`src/rtl/uart_transceiver_cfg.sv`:
```
// Full-duplex UART with run-time frame format and baud rate. TX takes an AXI-Stream
// slave, RX drives an AXI-Stream master with {break, parity_err, frame_err} in tuser.
module uart_transceiver_cfg #(
    parameter int MAX_DATABITS = 9
) (
    input  logic                    clk,
    input  logic                    rst,
    input  logic [15:0]             prescale,
    input  logic [3:0]              cfg_databits,
    input  logic [2:0]              cfg_parity,
    input  logic [1:0]              cfg_stopbits,
    input  logic [MAX_DATABITS-1:0] s_axis_tdata,
    input  logic                    s_axis_tvalid,
    output logic                    s_axis_tready,
    output logic [MAX_DATABITS-1:0] m_axis_tdata,
    output logic                    m_axis_tvalid,
    input  logic                    m_axis_tready,
    output logic [2:0]              m_axis_tuser,
    output logic                    rx_overrun,
    output logic                    txd,
    input  logic                    rxd,
    output logic                    tx_busy,
    output logic                    rx_busy
);
    localparam int CW = 20;

    typedef enum logic [2:0] {TX_IDLE, TX_START, TX_DATA, TX_PAR, TX_STOP} tx_st_t;
    typedef enum logic [2:0] {RX_IDLE, RX_START, RX_DATA, RX_PAR, RX_STOP, RX_WAIT} rx_st_t;

    logic [15:0]             w_ps;
    logic [CW-1:0]           w_t8, w_t4, w_tstop;
    logic [3:0]              w_nbits;
    logic [MAX_DATABITS-1:0] w_mask, w_tx_word;
    logic                    w_par_en, w_tx_par;

    assign w_ps = (prescale == 16'd0) ? 16'd1 : prescale;
    assign w_t8 = {1'b0, w_ps, 3'b000};
    assign w_t4 = {2'b00, w_ps, 2'b00};

    always_comb begin
        w_tstop = {w_ps, 4'b0000};
        if (cfg_stopbits == 2'd0)      w_tstop = w_t8;
        else if (cfg_stopbits == 2'd1) w_tstop = w_t8 + w_t4;
        w_nbits = cfg_databits;
        if (cfg_databits < 4'd5)                        w_nbits = 4'd5;
        else if (cfg_databits > 4'(MAX_DATABITS))       w_nbits = 4'(MAX_DATABITS);
        w_mask = '0;
        for (int i = 0; i < MAX_DATABITS; i++) w_mask[i] = (i < int'(w_nbits));
        w_tx_word = s_axis_tdata & w_mask;
        w_par_en  = (cfg_parity >= 3'd1) && (cfg_parity <= 3'd4);
        case (cfg_parity)
            3'd1:    w_tx_par = ~^w_tx_word;
            3'd2:    w_tx_par = ^w_tx_word;
            3'd3:    w_tx_par = 1'b1;
            default: w_tx_par = 1'b0;
        endcase
    end

    // ---------------- TX ----------------
    tx_st_t                  r_tx_state, w_tx_next;
    logic [CW-1:0]           r_tx_cnt, r_tx_t, r_tx_stop;
    logic [3:0]              r_tx_bit, r_tx_nbits;
    logic [MAX_DATABITS-1:0] r_tx_shift;
    logic                    r_tx_en, r_tx_par_en, r_tx_par;
    logic                    w_tx_tick, w_tx_acc;

    assign w_tx_tick     = (r_tx_cnt == '0);
    assign s_axis_tready = (r_tx_state == TX_IDLE) && r_tx_en;
    assign w_tx_acc      = s_axis_tready && s_axis_tvalid;
    assign tx_busy       = (r_tx_state != TX_IDLE);

    always_comb begin
        w_tx_next = r_tx_state;
        txd       = 1'b1;
        case (r_tx_state)
            TX_IDLE:  if (w_tx_acc) w_tx_next = TX_START;
            TX_START: begin
                txd = 1'b0;
                if (w_tx_tick) w_tx_next = TX_DATA;
            end
            TX_DATA: begin
                txd = r_tx_shift[0];
                if (w_tx_tick && (r_tx_bit == r_tx_nbits - 4'd1))
                    w_tx_next = r_tx_par_en ? TX_PAR : TX_STOP;
            end
            TX_PAR: begin
                txd = r_tx_par;
                if (w_tx_tick) w_tx_next = TX_STOP;
            end
            TX_STOP:  if (w_tx_tick) w_tx_next = TX_IDLE;
            default:  w_tx_next = TX_IDLE;
        endcase
    end

    always_ff @(posedge clk or posedge rst) begin
        if (rst) begin
            r_tx_state  <= TX_IDLE;
            r_tx_en     <= 1'b0;
            r_tx_cnt    <= '0;
            r_tx_t      <= '0;
            r_tx_stop   <= '0;
            r_tx_bit    <= '0;
            r_tx_nbits  <= 4'd5;
            r_tx_shift  <= '0;
            r_tx_par_en <= 1'b0;
            r_tx_par    <= 1'b0;
        end else begin
            r_tx_state <= w_tx_next;
            r_tx_en    <= 1'b1;
            if (w_tx_acc) begin
                r_tx_shift  <= w_tx_word;
                r_tx_nbits  <= w_nbits;
                r_tx_par_en <= w_par_en;
                r_tx_par    <= w_tx_par;
                r_tx_t      <= w_t8;
                r_tx_stop   <= w_tstop;
                r_tx_cnt    <= w_t8 - 20'd1;
                r_tx_bit    <= '0;
            end else if (r_tx_state != TX_IDLE) begin
                if (w_tx_tick) begin
                    r_tx_cnt <= (w_tx_next == TX_STOP) ? r_tx_stop - 20'd1 : r_tx_t - 20'd1;
                    if (r_tx_state == TX_DATA) begin
                        r_tx_shift <= r_tx_shift >> 1;
                        r_tx_bit   <= r_tx_bit + 4'd1;
                    end
                end else begin
                    r_tx_cnt <= r_tx_cnt - 20'd1;
                end
            end
        end
    end

    // ---------------- RX ----------------
    rx_st_t                  r_rx_state, w_rx_next;
    logic [1:0]              r_sync;
    logic                    r_rxs_prev;
    logic [CW-1:0]           r_rx_cnt, r_rx_t;
    logic [3:0]              r_rx_bit, r_rx_nbits;
    logic [2:0]              r_rx_pmode;
    logic [MAX_DATABITS-1:0] r_rx_data, r_m_data;
    logic [2:0]              r_m_user;
    logic                    r_rx_parbit, r_m_valid, r_ovr;
    logic                    w_rxs, w_fall, w_rx_tick, w_rx_pen, w_exp_par;
    logic                    w_ferr, w_perr, w_brk, w_stop_smp;

    assign w_rxs      = r_sync[1];
    assign w_fall     = r_rxs_prev && !w_rxs;
    assign w_rx_tick  = (r_rx_cnt == '0);
    assign w_rx_pen   = (r_rx_pmode >= 3'd1) && (r_rx_pmode <= 3'd4);
    assign w_stop_smp = (r_rx_state == RX_STOP) && w_rx_tick;
    assign w_ferr     = !w_rxs;
    assign w_perr     = w_rx_pen && (r_rx_parbit != w_exp_par);
    // A break is a stuck-low line: framing error with every sampled bit at 0.
    assign w_brk      = w_ferr && (r_rx_data == '0) && !(w_rx_pen && r_rx_parbit);
    assign rx_busy    = (r_rx_state != RX_IDLE);

    assign m_axis_tdata  = r_m_data;
    assign m_axis_tuser  = r_m_user;
    assign m_axis_tvalid = r_m_valid;
    assign rx_overrun    = r_ovr;

    always_comb begin
        case (r_rx_pmode)
            3'd1:    w_exp_par = ~^r_rx_data;
            3'd2:    w_exp_par = ^r_rx_data;
            3'd3:    w_exp_par = 1'b1;
            default: w_exp_par = 1'b0;
        endcase
        w_rx_next = r_rx_state;
        case (r_rx_state)
            RX_IDLE:  if (w_fall) w_rx_next = RX_START;
            RX_START: if (w_rx_tick) w_rx_next = w_rxs ? RX_IDLE : RX_DATA;
            RX_DATA:  if (w_rx_tick && (r_rx_bit == r_rx_nbits - 4'd1))
                          w_rx_next = w_rx_pen ? RX_PAR : RX_STOP;
            RX_PAR:   if (w_rx_tick) w_rx_next = RX_STOP;
            RX_STOP:  if (w_rx_tick) w_rx_next = w_ferr ? RX_WAIT : RX_IDLE;
            RX_WAIT:  if (w_rxs) w_rx_next = RX_IDLE;
            default:  w_rx_next = RX_IDLE;
        endcase
    end

    always_ff @(posedge clk or posedge rst) begin
        if (rst) begin
            r_sync      <= 2'b11;
            r_rxs_prev  <= 1'b1;
            r_rx_state  <= RX_IDLE;
            r_rx_cnt    <= '0;
            r_rx_t      <= '0;
            r_rx_bit    <= '0;
            r_rx_nbits  <= 4'd5;
            r_rx_pmode  <= '0;
            r_rx_data   <= '0;
            r_rx_parbit <= 1'b0;
            r_m_data    <= '0;
            r_m_user    <= '0;
            r_m_valid   <= 1'b0;
            r_ovr       <= 1'b0;
        end else begin
            r_sync     <= {r_sync[0], rxd};
            r_rxs_prev <= w_rxs;
            r_rx_state <= w_rx_next;
            if ((r_rx_state == RX_IDLE) && w_fall) begin
                r_rx_nbits  <= w_nbits;
                r_rx_pmode  <= cfg_parity;
                r_rx_t      <= w_t8;
                r_rx_cnt    <= w_t4 - 20'd1;
                r_rx_bit    <= '0;
                r_rx_data   <= '0;
                r_rx_parbit <= 1'b0;
            end else if ((r_rx_state != RX_IDLE) && (r_rx_state != RX_WAIT)) begin
                if (w_rx_tick) begin
                    r_rx_cnt <= r_rx_t - 20'd1;
                    if (r_rx_state == RX_DATA) begin
                        r_rx_data[r_rx_bit] <= w_rxs;
                        r_rx_bit            <= r_rx_bit + 4'd1;
                    end
                    if (r_rx_state == RX_PAR) r_rx_parbit <= w_rxs;
                end else begin
                    r_rx_cnt <= r_rx_cnt - 20'd1;
                end
            end
            // Output holding register: a word arriving while the previous one is stalled is dropped.
            r_ovr <= 1'b0;
            if (w_stop_smp) begin
                if (r_m_valid && !m_axis_tready) begin
                    r_ovr <= 1'b1;
                end else begin
                    r_m_data  <= r_rx_data;
                    r_m_user  <= {w_brk, w_perr, w_ferr};
                    r_m_valid <= 1'b1;
                end
            end else if (r_m_valid && m_axis_tready) begin
                r_m_valid <= 1'b0;
            end
        end
    end

endmodule

```
`config.mk`:
```
export PLATFORM = sky130hd
export DESIGN_NAME = uart_transceiver_cfg
export DESIGN_NICKNAME = d
export VERILOG_FILES = /design/src/rtl/uart_transceiver_cfg.sv
export SDC_FILE = /design/constraint.sdc
export NUM_CORES = 1
export LEC_CHECK = 0
export ABC_AREA = 1
export CORE_UTILIZATION = 56
export CTS_BUF_LIST = sky130_fd_sc_hd__clkbuf_16
export DETAILED_ROUTE_END_ITERATION = 10
export GPL_ROUTABILITY_DRIVEN = 0
export HOLD_SLACK_MARGIN = 0.02
export PLACE_DENSITY_LB_ADDON = 0.25
export RECOVER_POWER = 50
export SETUP_SLACK_MARGIN = 0.5
export SYNTH_ARGS = -nofsm -noshare
export SYNTH_HDL_FRONTEND = slang
export SYNTH_SLANG_ARGS = --single-unit
```
`constraint.sdc`:
```
create_clock -name clk -period 5 [get_ports clk]
set_clock_uncertainty 0.2 [all_clocks]
set_input_delay 1 -clock clk [delete_from_list [all_inputs] [get_ports clk]]
set_output_delay 1 -clock clk [all_outputs]
set_load 0.005 [all_outputs]
```
# Word-level counts from Yosys, hierarchy flattened
# Cells that the tools add are included.
# Widths: inputs -> output; s select.
[word_totals]
output_inout_bits = 18
wordCells = 190
register_bits = 156
[op_classes]
mux = 60
n_lt_le_gt_ge = 17
n_reduce_logical = 47
addsub = 12
bitwise_logic = 2
eq_ne = 28
[op_table]
columns = ["operator", "n"]
rows = [
  ["$mux 20", 9],
  ["$mux 9", 8],
  ["$sub 19x1->20 const B", 3],
  ["$sub 20x1->20 const B", 3],
  ["$mux 3", 14],
  ["$logic_not 20->1", 2],
  ["$mux 4", 10],
  ["$eq 3x2->1 const B", 8],
  ["$add 19x18->20", 1],
  ["$sub 18x1->19 const B", 1],
  ["$pmux 3 s6", 1],
  ["$reduce_xnor 9->1", 2],
  ["$reduce_xor 9->1", 2],
  ["$logic_and 1x1->1", 17],
  ["$logic_not 16->1", 1],
  ["$lt 3x4->1 const A", 4],
  ["$mux 16", 1],
  ["$reduce_bool 2->1", 8],
  ["$pmux 3 s5", 1],
  ["$ne 2x2->1 const B", 7],
  ["$eq 3x1->1 const B", 4],
  ["$eq 3x3->1 const B", 4],
  ["$mux 1", 10],
  ["$and 9x9->9", 1],
  ["other kinds (28)", 44],
]

# Longest topological paths before layout
[logic_depth]
ltp_word = 10
ltp_mapped = 22
ltp_nobuf = 22

# Worst setup path after synthesis
# OpenSTA, ideal clock, no wires.
[synth_path]
kind = "in2reg"
from = "input prescale[12]"
to = "register r_tx_stop[13]"
t_required_ns = 4.677
path_slack_ns = 1.608
path_stages = 15
arrival_ns = 3.069
n_path_buf = 1
setup_ns = 0.123
path_cell_list = "inv_1 ha_1 nand2_1 nor2_1 nand4_2 buf_2 nand2_1 ha_1 a21oi_1 o21ai_0 a31oi_1 nor2_1 nor2_1 xor2_1 o21ai_1"
[synth_via]
elab_chain_len = 5
[synth_rtl]
columns = ["item", "line_no", "rtl"]
rows = [
  ["start: declaration", "8", "input logic [15:0] prescale,"],
  ["$logic_not 16->1 (*)", "36", "assign w_ps = (prescale == 16'd0) ? 16'd1 : prescale;"],
  ["$mux 16 (*)", "36", ""],
  ["$add 19x18->20", "43", "else if (cfg_stopbits == 2'd1) w_tstop = w_t8 + w_t4;"],
  ["$mux 20", "43", ""],
  ["$mux 20 (*)", "42", "if (cfg_stopbits == 2'd0) w_tstop = w_t8;"],
  ["end signal: assignment", "116", "r_tx_stop <= w_tstop;"],
  ["end: declaration", "61", "logic [CW-1:0] r_tx_cnt, r_tx_t, r_tx_stop;"],
]
# Every way passes the cells marked *; elsewhere a longest branch is shown, timed or not.
# A chain may end at the register's enable or synchronous reset.

# Worst setup path in the final report
[layout_path]
from = "input prescale[10]"
to = "register r_tx_stop[12]"
[layout_via]
elab_chain_len = 5
[layout_rtl]
columns = ["item", "line_no", "rtl"]
rows = [
  ["$logic_not 16->1", "36", ""],
  ["$mux 16", "36", ""],
  ["net w_ps[2]", "30", "logic [15:0] w_ps;"],
  ["$add 19x18->20", "43", ""],
  ["$mux 20", "43", ""],
  ["$mux 20", "42", ""],
]
# The timed path passes the listed nets, and every way through them passes these cells.

==> results.cfg <==
[die]
start_util = 0.575
core_area_um2 = 19700
dieWidth_um = 144
fp.dieArea_um2 = 20800
die_height_um = 144
rows = 51
ioPinCount = 57

[route]
avgRoutedWirePerCell_um = 16.4
drc = 0
vias = 10869
viasPerCell = 5.67
totalWireLength_mm = 31.4
postRouteAntennaNets = 0
firstDrtPassIters = 5
first_iter_violations = 1036

[grt]
grt_pass1_wl_mm = 50.1
antenna_found_initial = 0
track_usage = 0.313
grt_pass1_vias = 9981
grt_overflow = 0
grt_max_degree = 92

[pwr]
swShare = 0.369
p_comb_frac = 0.306
leakagePower_nw = 6.11
ir_worst_vdd_mv = 0.221
pwr-share-seq = 0.386
p_sw_mw = 1.60
internal-power_mw = 2.73
pwr-share-clk = 0.309
power_density_nw_per_um2 = 342

[hold_path]
hold_path_end = r_sync[1]
whs_path_depth = 0
hp-start = r_sync[0]
hp-class = flop to flop

[worst_setup_path]
worstSetupEndpointType = flop
r2r_end = r_tx_cnt[15]
critPathBufInv = 3
path_class = input pin to flop
crit_slowest_cell = clkdlybuf4s50_1
r2r_setup_slack_ns = 1.21
slowest_delay_ns = 0.45
start_kind = input pin
worstPathMaxFanout = 15
r2r_start = r_tx_cnt[0]
crit_arrival_ns = 4.32
cp_top_family = simple AND/OR/NAND/NOR gates
path_cells = clkdlybuf4s50_1, inv_1, ha_1, nand2_1, nor2_1, nand4_2, nand2_1, inv_1, ha_1, a21oi_1, o21ai_0, a31o_2, a21oi_1, xor2_1, nand2_1, a21boi_1
reg2regPathDepth = 16
critPathRequiredTime_ns = 5.15
cp_common_cell = nand2_1

[logic_synthesis]
yosys_most_used_dff = dfrtp_1
syn_nets = 1693
synth_top_area_cell = dfrtp_1
yosysMostFrequentCell = nand2_1
async_flop_share = 1.00
netlist_area_um2 = 11300
avgSynthCellArea_um2 = 7.08
synth_edf_count = 0
synthTopCellsByCount = 399 x nand2_1, 208 x inv_1, 153 x nor2_1
syn_inst = 1598
ys_warn_count = 0
yosysUniqueCellTypes = 56
ys_ff_latch = 154
netlist.area_leader.share = 0.325
yosysSeqAreaShare = 0.342
synth_area_leaders = dfrtp_1 33%, nand2_1 13%, inv_1 6.9%

[timing]
fin_crit_sh = 0.833
setup_viol = 0
tns_ns = 0
rsz0062_at_grt = false
min_period_ns = 4.17
worstMarginPinSlew_ns = 1.98
slew_headroom = -0.317
slew_violations = 140
fmax_ghz = 0.240
hold_viol_final = 0
fin_ws_ns = 0.835

[cts]
numCtsBuffers = 17
root_buffer = clkbuf_16
clock_sinks = 154
clockBufferDepth = 2
cts_tree = done
cts_max_level = 4
clock_latency_ns = 0.43
path_clk_slew_ns = 0.07
cts_setup_buffers = 0

[final_layout]
post-route-util = 0.644
seq_area_um2 = 3860
area_delta_synth_final_pct = 11.9
fin_nets = 1732
n_fill_cell = 1821
multi_input_area_um2 = 6360
final_cell_count_no_fill = 1916
drive_gt1_frac = 0.0618

[flow_run]
drv_cap = 3

[placed_design]
post-place-ws_ns = 0.438
post-place-cells = 1883
port_buffers = 56
place_hpwl_mm = 23.5

[outcome]
status = complete, but fails checks
violations = capacitance limit, slew limit
==> worst max path at each step <==
stage	startpoint	to	slack [ns]	cells after the start
finish	prescale[10]	r_tx_stop[12]	0.83	16
global route	rst	r_tx_t[4]	0.31	3
CTS	prescale[10]	r_rx_cnt[14]	0.89	22
detailed placement	prescale[10]	r_rx_cnt[14]	0.44	22
global placement	prescale[10]	r_rx_cnt[12]	0.47	21
floorplan	prescale[12]	r_tx_stop[13]	1.61	15
==> layer usage <==
metal / vias to the layer above / global-route usage / wire, um
met2: 429 / 0.479 / 14000
met3: 106 / 0.0497 / 2080
li1: 5241 / - / -
met4: 0 / 0.174 / 1620
met5: - / 0 / 0
met1: 5093 / 0.424 / 13700
==> registers in the layout (all words and copies together) (netlist names), 9 cells and up <==
register and cells:
r_rx_t 16, r_tx_shift 9, r_rx_data 9, m_axis_tdata 9, r_tx_stop 18, r_rx_cnt 20, r_tx_t 16, r_tx_cnt 20
==> through the flow <==
stage	power (mW)	cell area [um^2]	hold WS, ns
floorplan	2.61	11300	0.145
global placement	2.96	12100	0.146
detailed placement	3.00	12100	0.147
CTS	4.33	12700	0.157
global route	4.59	12600	0.167
finish	4.33	12600	0.161
==> final cells by class <==
class	count	area share
antenna	1	0.000198
clock buffer	17	0.0336
clock inverter	15	0.0138
inverter	223	0.0666
multi-input combinational	1171	0.503
sequential	154	0.305
tap	265	0.0262
timing repair buffer	70	0.0515
==> cell usage in the layout, fill, tap and decap left out, types with 54 or more instances in the layout <==
cell type          n
nand2_1          400
inv_1            209
nor2_1           153
dfrtp_1          147
nand3_1          119
o21ai_0           90
xor2_1            68
ha_1              55
a21oi_1           54
clkdlybuf4s50_1   54
==> what timing repair did <==
| item | CTS | global route |
|---|---|---|
| resized for setup | 0 | 1 |
| hold buffers | 0 | 0 |
| hold endpoints to repair | 0 | 0 |
| setup endpoints to repair | 0 | 1 |
==> kinds of logic (layout without fill, tap and decap cells) <==
logic type,after synthesis,count (layout),share of synthesized area
compound gates,256,256,0.129
fa+ha+maj,56,56,0.0626
other cells,1,2,0.000332
flops,154,154,0.342
simple gates,768,768,0.300
xor+xnor,90,90,0.0697
buf+inv,273,325,0.0964
==> power by group through the flow <==
| stage | logic (mW) | registers, mW | clock network, mW |
|---|---|---|---|
| after floorplan | 0.985 | 1.62 | 0 |
| after global placement | 1.28 | 1.68 | 0 |
| after detailed placement | 1.31 | 1.68 | 0 |
| after CTS | 1.32 | 1.67 | 1.34 |
| after global routing | 1.49 | 1.69 | 1.40 |
| final | 1.32 | 1.67 | 1.34 |
(Power assumes the default switching activity.)
